## src/rtl/mealy_pattern_detect_if.sv

```systemverilog
// Serial-detector bus: groups the data, control and monitor signals of
// mealy_pattern_detect into one bundle.
//   master : drives x, en, pat_load, pat_in, cnt_clr; observes z, match_cnt, cur_state
//   slave  : the detector side (inputs and outputs reversed)
interface mealy_pattern_detect_if #(
    parameter int unsigned N     = 3,
    parameter int unsigned CNT_W = 8
);
    localparam int unsigned SW = $clog2(N);

    logic             x;
    logic             en;
    logic             pat_load;
    logic [N-1:0]     pat_in;
    logic             cnt_clr;
    logic             z;
    logic [CNT_W-1:0] match_cnt;
    logic [SW-1:0]    cur_state;

    modport master (
        output x, en, pat_load, pat_in, cnt_clr,
        input  z, match_cnt, cur_state
    );

    modport slave (
        input  x, en, pat_load, pat_in, cnt_clr,
        output z, match_cnt, cur_state
    );
endinterface

```

## src/rtl/mealy_pattern_detect.sv

```systemverilog
// Parametrised Mealy serial pattern detector.
// Compares the last N accepted bits (N-1 of history plus the live x) against
// a run-time reloadable pattern; z is combinational, asserted in the same
// cycle the final bit is present.
// Ports:
//   clk  - rising-edge clock
//   rst  - asynchronous active-low reset
//   bus  - slave side of mealy_pattern_detect_if:
//          x, en, pat_load, pat_in, cnt_clr in; z, match_cnt, cur_state out
module mealy_pattern_detect #(
    parameter int unsigned    N       = 3,
    parameter logic [N-1:0]   PATTERN = 3'b101,
    parameter bit             OVERLAP = 1'b1,
    parameter int unsigned    CNT_W   = 8
) (
    input logic                  clk,
    input logic                  rst,
    mealy_pattern_detect_if.slave bus
);
    localparam int unsigned     SW      = $clog2(N);
    localparam logic [SW-1:0]   FULL    = SW'(N - 1);
    localparam logic [CNT_W-1:0] CNT_MAX = '1;

    logic [N-1:0]     pat_q,  pat_d;
    logic [N-2:0]     hist_q, hist_d;
    logic [SW-1:0]    fill_q, fill_d;
    logic [CNT_W-1:0] cnt_q,  cnt_d;
    logic [N-1:0]     window;
    logic             z;

    // Live window: history with the current bit appended as the newest.
    // Gating with rst keeps z low for the whole reset assertion.
    always_comb begin
        window = {hist_q, bus.x};
        z      = rst & bus.en & ~bus.pat_load & (fill_q == FULL) & (window == pat_q);
    end

    always_comb begin
        pat_d  = pat_q;
        hist_d = hist_q;
        fill_d = fill_q;
        cnt_d  = cnt_q;

        // A load restarts matching; the x sampled alongside it is dropped.
        if (bus.pat_load) begin
            pat_d  = bus.pat_in;
            hist_d = '0;
            fill_d = '0;
        end else if (bus.en) begin
            // Taking the low N-1 bits of the window also covers N=2,
            // where the history is a single bit.
            hist_d = window[N-2:0];
            if (z && !OVERLAP) begin
                fill_d = '0;
            end else if (fill_q != FULL) begin
                fill_d = fill_q + 1'b1;
            end
        end

        if (bus.cnt_clr) begin
            cnt_d = '0;
        end else if (z && (cnt_q != CNT_MAX)) begin
            cnt_d = cnt_q + 1'b1;
        end
    end

    always_ff @(posedge clk or negedge rst) begin
        if (!rst) begin
            pat_q  <= PATTERN;
            hist_q <= '0;
            fill_q <= '0;
            cnt_q  <= '0;
        end else begin
            pat_q  <= pat_d;
            hist_q <= hist_d;
            fill_q <= fill_d;
            cnt_q  <= cnt_d;
        end
    end

    assign bus.z         = z;
    assign bus.match_cnt = cnt_q;
    assign bus.cur_state = fill_q;
endmodule
```

## src/flat_wrapper.sv

```systemverilog
// flat-port wrapper written by rule: the top's interface ports become plain ports
module mealy_pattern_detect_flat 
#(
    parameter int unsigned    N       = 3,
    parameter logic [N-1:0]   PATTERN = 3'b101,
    parameter bit             OVERLAP = 1'b1,
    parameter int unsigned    CNT_W   = 8
)
  (clk, rst, bus_x, bus_en, bus_pat_load, bus_pat_in, bus_cnt_clr, bus_z, bus_match_cnt, bus_cur_state);
  mealy_pattern_detect_if #(.N(N), .CNT_W(CNT_W)) bus_i ();
  input logic clk;
  input logic rst;
  input wire logic [$bits(bus_i.x)-1:0] bus_x;
  input wire logic [$bits(bus_i.en)-1:0] bus_en;
  input wire logic [$bits(bus_i.pat_load)-1:0] bus_pat_load;
  input wire logic [$bits(bus_i.pat_in)-1:0] bus_pat_in;
  input wire logic [$bits(bus_i.cnt_clr)-1:0] bus_cnt_clr;
  output wire logic [$bits(bus_i.z)-1:0] bus_z;
  output wire logic [$bits(bus_i.match_cnt)-1:0] bus_match_cnt;
  output wire logic [$bits(bus_i.cur_state)-1:0] bus_cur_state;
  assign bus_i.x = bus_x;
  assign bus_i.en = bus_en;
  assign bus_i.pat_load = bus_pat_load;
  assign bus_i.pat_in = bus_pat_in;
  assign bus_i.cnt_clr = bus_cnt_clr;
  assign bus_z = bus_i.z;
  assign bus_match_cnt = bus_i.match_cnt;
  assign bus_cur_state = bus_i.cur_state;
  mealy_pattern_detect #(.N(N), .PATTERN(PATTERN), .OVERLAP(OVERLAP), .CNT_W(CNT_W)) u_core (.clk(clk), .rst(rst), .bus(bus_i));
endmodule
```

## config.mk

```make
export PLATFORM = sky130hd
export DESIGN_NAME = mealy_pattern_detect_flat
export DESIGN_NICKNAME = d
export VERILOG_FILES = /design/src/rtl/mealy_pattern_detect_if.sv /design/src/rtl/mealy_pattern_detect.sv /design/src/flat_wrapper.sv
export SDC_FILE = /design/constraint.sdc
export NUM_CORES = 1
export LEC_CHECK = 0
export CAP_MARGIN = 30
export CORE_ASPECT_RATIO = 0.7
export CORE_MARGIN = 8
export CORE_UTILIZATION = 42
export DETAILED_ROUTE_END_ITERATION = 10
export PLACE_DENSITY = 0.73
export SKIP_LAST_GASP = 1
export SLEW_MARGIN = 40
export SYNTH_ARGS = -nofsm -noshare
export SYNTH_HDL_FRONTEND = slang
export SYNTH_SLANG_ARGS = --single-unit
export TNS_END_PERCENT = 5
```

## constraint.sdc

```tcl
create_clock -name clk -period 1.9 [get_ports clk]
set_clock_uncertainty 0.2 [all_clocks]
set_input_delay 0.38 -clock clk [delete_from_list [all_inputs] [get_ports clk]]
set_output_delay 0.38 -clock clk [all_outputs]
set_load 0.01 [all_outputs]
```

==> results of run 1 <==
flip-flops by register name, summed over array words and instances, names as in the netlist:
| signal | flops |
|---|---|
| u_core.pat_q | 3 |
| u_core.bus.match_cnt | 8 |
| u_core.hist_q | 2 |
| u_core.bus.cur_state | 2 |
cell type report:
class / instances / area [sq um]
clock inverter: 1 / 5.00
timing repair buffer: 34 / 297
inverter: 4 / 15.0
sequential: 15 / 378
clock buffer: 3 / 22.5
multi-input combinational: 54 / 434
tap: 22 / 27.5
fill: 144 / 643
routing by layer:
metal	vias to the layer above	global-route usage, %
li1	348	-
met1	322	15.4
met2	14	18.4
met3	2	3.21
met4	0	6.10
met5	-	0
what timing repair did:
action / CTS / global route
endpoints found under the setup margin: 11 / 15
cloned: 1 / 0
setup buffers: 2 / 2
gates resized for setup: 11 / 5
pin swaps: 4 / 1
cells in the mapped netlist (2+ instances only):
| cell | number |
|---|---|
| o21ai_0 | 3 |
| dfstp_2 | 2 |
| xnor2_1 | 4 |
| mux2_2 | 5 |
| nand4_1 | 2 |
| nand2_1 | 2 |
| nor2_1 | 7 |
| mux2i_1 | 2 |
| dfrtp_1 | 13 |
| nor2b_1 | 2 |
| nand3_1 | 2 |
| inv_1 | 4 |
| ha_1 | 2 |
| a21oi_1 | 7 |
| o31ai_1 | 2 |
| or4_1 | 2 |
logic make-up (layout without fill, tap and decap cells):
logic type / after synthesis / after routing
muxes: 7 / 7
DFF: 15 / 15
AOI/OAI and AO/OA: 15 / 15
and+or+nand+nor: 26 / 26
adders and majority gates: 2 / 2
xor gates and xnor gates: 4 / 4
buffers and inverters: 7 / 42
per-stage QoR:
stage               setup TNS, ns  utilization, %  cells
finish                     -0.876            64.7    133
global route                -2.11            64.7    133
CTS                         -1.03            62.6    131
detailed placement          -3.73            58.8    124
global placement            -3.61            58.8    124
floorplan                       0               -     76
path summary, 6_finish.rpt:
check | cells after the start | start | to | slack (ns)
min in group clk | 1 | u_core.pat_q[1] | u_core.pat_q[1] | 0.35
setup / recovery | 6 | bus_pat_load | u_core.bus.match_cnt[3] | -0.12
max in group asynchronous | 2 | rst | u_core.pat_q[0] | 1.25
hold / removal | 2 | rst | u_core.bus.match_cnt[7] | 0.008
setup reg to reg | 7 | u_core.bus.cur_state[0] | u_core.bus.match_cnt[3] | -0.12
hold reg to reg | 1 | u_core.pat_q[1] | u_core.pat_q[1] | 0.35
power by group:
group / switching (W) / internal [W] / total, W
Sequential: 0.00000965 / 0.000336 / 0.000345
Combinational: 0.0000493 / 0.0000678 / 0.000117
Clock: 0.0000978 / 0.0000782 / 0.000176
worst register-to-register path, cell delays in order, from the launching register on:
cell     delay [ns]
dfrtp_1        0.39
inv_2          0.07
ha_4           0.12
and4b_1        0.24
nand4_4        0.13
buf_6          0.17
or4_1          0.51
a21oi_1        0.13
==> impl_results.md, run 1 <==
* Warnings from Yosys at 0
* Violated checks: setup timing
* Met3 WL post-DR at 70 microns
* Max Clk Rate at 494 MHz
* Top cell type's share of synthesized area at 40.7%
* RSZ-0062 raised after global routing: true
* CP Cell Sequence: clkdlybuf4s50_1 > and4b_1 > nand4_4 > buf_6 > or4_1 > a21oi_1
* Register area share after synthesis at 47.3%
* Req. time, crit path at between 1.5 and 2 ns
* CTS root buffer: clkbuf_4
* Adder-cell share of the synthesized area at under 10%
* Max layer used: met4
* Global-route wire length before repair at between 3000 and 4000 microns
* DP Area at 0.00107 sq mm
* Rel. slew slack at between 50% and 60%
* CTS tree: yes
* Peak supply drop at roughly 0.00051 V
* Critical-path top delay cell: or4_1
* CTS Buf Count at 3
* Cells after Synth at 76
* Die Span X at ~68 microns
* Min Tclk post-route at 2.02 ns
* Residual DRC at 0
* CP Max Fanout at 6
* Synth cell types at 31
* Vias in the first global route at around 670
* Yosys top cell by area: dfrtp_1
* Gpl congestion at 0.857
* Worst path arrival time at between 2 and 2.5 ns
* Leak at 0.492 nW
* Drt total wl at 1900 microns
* Metal2 WL at ~900 microns
* Synth top area cells: dfrtp_1 41%, mux2_2 7.0%, dfstp_2 6.6%
* Slew Limit Fails at 0
* HPWL after DPL at 1450 microns
* N_diodes at 0
* Post-synthesis compound-gate area fraction at between 10% and 20%
* Initial core utilization at about 44%
* CTS max path bufs at 2
* Total gr overflow at 0
* Final ANT Viol Nets at 0
* DRT Pass-1 Iters at 4
* Post-DR wirelength/cell at 14.3 microns
* CP Launch Type: primary input
* Area Growth Syn to Fin at 47.4%
* Worst setup margin at -0.124 ns
* Mux cell area share after synthesis at about a tenth
* CP delay by family, top: simple AND/OR/NAND/NOR gates
* Register bit total from synthesis at 15
* Setup CP Type: primary input to flop
* Pin count of the biggest net entering global routing at 16
* Pre-CTS setup slack at -0.512 ns
* P per Cell Area at between 500 and 600 mW/mm^2
* CTS clock-pin slew for the worst setup and hold paths at around 0.090 ns
* Max-cap viol count at 0
* Worst Tran Pin Value at 0.716 ns
* Total number of vias at just under 700
* Syn Nets at between 80 and 90
* Synthesized area at ~800 sq um
* Rows at 13
* Final setup fails at 10
* EDFF count, synth at 0
* All-Layer GR Usage at 12.1%
* Most frequent cells in the layout: 16 x clkdlybuf4s50_1, 13 x buf_4, 13 x dfrtp_1
* Clk sinks at 15
* Max incr delay on CP at between 0.5 and 0.6 ns
* Worst min path class: primary input to asynchronous set/reset pin
* Initial antenna violation count at 0
* Hold WS at approximately 0.0080 ns
* Buf+Inv Stages, Crit Path at 2
* Share of cells above drive strength 1 at between 30% and 40%
* Critical path endpoint category: flop
* Clk Latency, worst-skew pair at 0.28 ns
* Cts hold-fix bufs at 0
* Mapped Avg Cell Area at 10.5 sq um
* Async set or reset register ratio after synthesis at between 90% and 100%
* Initial DRC Count at 14
* IO Pins at 20
* DIE AREA at 0.00358 sq mm
* Main flop type after synthesis: dfrtp_1
* Core area at 0.00182 sq mm
* XOR/XNOR Fraction of Synth Area at about 4.4%
* Commonest non-fill, non-tap cell in the layout: clkdlybuf4s50_1
* Status: finished, violations left
* Final Instance Area at between 0.001 and 0.0015 sq mm
* Port Buffers at 19
* Number of vias per cell at about 5.2
* Die Span Y at 52.5 microns
* Largest family of logic cells by synthesized area: simple AND/OR/NAND/NOR gates
* M1 WL at between 800 and 900 microns
* Final Power at around 0.00064 W
* CTS H-tree depth at 1
* Final #Nets at approximately 120
* Fin. Hold Viols at 0
* Simple-gate share of the synthesized area at 19.1%
* Period utilization at 107%
Power figures use the tool's default switching activity.
==> run 2, diff against run 1 <==
HOLD_SLACK_MARGIN = 0.08   (was unset)
==> impl_results.md, run 2 (synthesis results as in run 1) <==
* Status: finished, violations left
* Violated checks: setup timing
* Global-route wire length before repair at about 3200 microns
* Vias in the first global route at approximately 670
* Final #Nets at ~120
* Rel. slew slack at between 50 and 60%
* CTS Buf Count at 3
* Clk sinks at 15
* DIE AREA at between 0.003 and 0.004 sq mm
* Commonest non-fill, non-tap cell in the layout: clkdlybuf4s50_1
* Most frequent cells in the layout: 16 x clkdlybuf4s50_1, 13 x buf_4, 13 x dfrtp_1
* Critical path endpoint category: flop
* P per Cell Area at 539 mW/mm^2
* Finished Layout Cells at roughly 130
* RSZ-0062 raised after global routing: true
* P_int at a little under 0.0005 W
* Slew Limit Fails at 0
* Drt total wl at between 1500 and 2000 microns
* CTS max path bufs at 2
* Worst setup margin at -0.124 ns
* Largest register FFs at 8
* Die Span Y at roughly 53 microns
* Peak supply drop at around 0.00051 V
* Die Span X at a little under 70 microns
* Max-cap viol count at 0
* Req. time, crit path at 1.91 ns
* Gpl congestion at 0.857
* Post-DR wirelength/cell at 14.2 microns
* R2R Setup Slk at -0.12 ns
* CP Max Fanout at 6
* CTS tree: yes
* CTS clock-pin slew for the worst setup and hold paths at about 0.09 ns
* CTS H-tree depth at 1
* Rows at 13
* Sw Share at about 25%
* Sequential power share at between 50% and 60%
* Total number of vias at about 700
* Pre-CTS setup slack at -0.512 ns
* DRT Pass-1 Iters at 4
* Core area at 0.00182 sq mm
* Min Tclk post-route at ~2.0 ns
* Initial core utilization at about 44%
* All-Layer GR Usage at between 10% and 20%
* Clock power frac at 27.5%
* Clk Latency, worst-skew pair at between 0.2 and 0.3 ns
* Combinational power share at between 10% and 20%
* Setup CP Type: primary input to flop
* Number of vias per cell at ~5.2
* Placed Cells incl. Taps at about 120
* Total gr overflow at 0
* Leak at between 0.4 and 0.5 nW
* Final setup TNS at -0.888 ns
* Area Growth Syn to Fin at 48.7%
* CP Launch Type: primary input
* Worst path arrival time at 2.03 ns
* CTS root buffer: clkbuf_4
* Worst Tran Pin Value at between 0.7 and 0.8 ns
* Max Clk Rate at ~490 MHz
* Port Buffers at 19
* IO Pins at 20
* Worst min path class: flop to flop
* Share of cells above drive strength 1 at 31.3%
* N_diodes at 0
* Initial DRC Count at 20
* Initial antenna violation count at 0
* Period utilization at 107%
* Pin count of the biggest net entering global routing at 16
* HPWL after DPL at between 1000 and 1500 microns
* P_sw at 0.000157 W
* Final ANT Viol Nets at 0
* Residual DRC at 0
* Final setup fails at 10
* Fin. Hold Viols at 0
==> run 2: changes by cell type in the layout (fill, tap and decap cells not counted), sizes merged <==
cell         change
dlygate4sd3      +1
==> run 2: layer usage <==
metal | vias up | track usage, % | part of all wire (%)
li1 | 350 | - | -
met1 | 329 | 15.3 | 47
met2 | 12 | 18.7 | 48
met3 | 2 | 3.21 | 3.4
met4 | 0 | 6.10 | 1.9
met5 | - | 0 | 0
==> run 2: final timing paths <==
kind / endpoint / cells past startpoint / startpoint
worst max-delay path: u_core.bus.match_cnt[3] / 6 / bus_pat_load
worst min-delay path: u_core.pat_q[1] / 1 / u_core.pat_q[1]
worst max register to register: u_core.bus.match_cnt[3] / 7 / u_core.bus.cur_state[0]
worst min register to register: u_core.pat_q[1] / 1 / u_core.pat_q[1]
max in group asynchronous: u_core.pat_q[2] / 3 / rst
min in group asynchronous: u_core.bus.match_cnt[1] / 3 / rst
==> run 2: timing repair <==
action / in CTS / in global routing
endpoints found under the hold margin: 13 / 0
pin swaps: 4 / 1
gates cloned: 1 / 0
endpoints found under the setup margin: 11 / 15
resized for setup: 11 / 5
hold buffers: 1 / 0
buffers inserted: 2 / 2
==> run 2: power groups by stage <==
stage          combinational (W)  clock [W]  sequential, W
2_1_floorplan          0.0000450          0       0.000353
3_3_place_gp            0.000101          0       0.000350
3_5_place_dp            0.000103          0       0.000351
4_1_cts                 0.000107   0.000185       0.000346
5_1_grt                 0.000131   0.000208       0.000347
6_report                0.000119   0.000176       0.000345
==> run 2: through the flow <==
step / hold slack (ns) / cell area (sq um) / utilization, % / power (W)
final: 0.345 / 1190 / 65.2 / 0.000640
after global routing: 0.361 / 1190 / 65.2 / 0.000687
after CTS: 0.353 / 1150 / 63.1 / 0.000637
after detailed placement: 0.332 / 1070 / 58.8 / 0.000453
after global placement: 0.325 / 1070 / 58.8 / 0.000452
after floorplan: -0.116 / 806 / - / 0.000398
==> run 2: cell type report <==
cell class | count | area, sq um
multi-input combinational | 54 | 434
fill | 140 | 633
sequential | 15 | 378
tap | 22 | 27.5
clock buffer | 3 | 22.5
clock inverter | 1 | 5.00
inverter | 4 | 15.0
timing repair buffer | 35 | 307
==> run 2: critical path, cell delays in order <==
cell and delay [ns]:
clkdlybuf4s50_1 0.42, and4b_1 0.30, nand4_4 0.13, buf_6 0.17
or4_1 0.51, a21oi_1 0.13
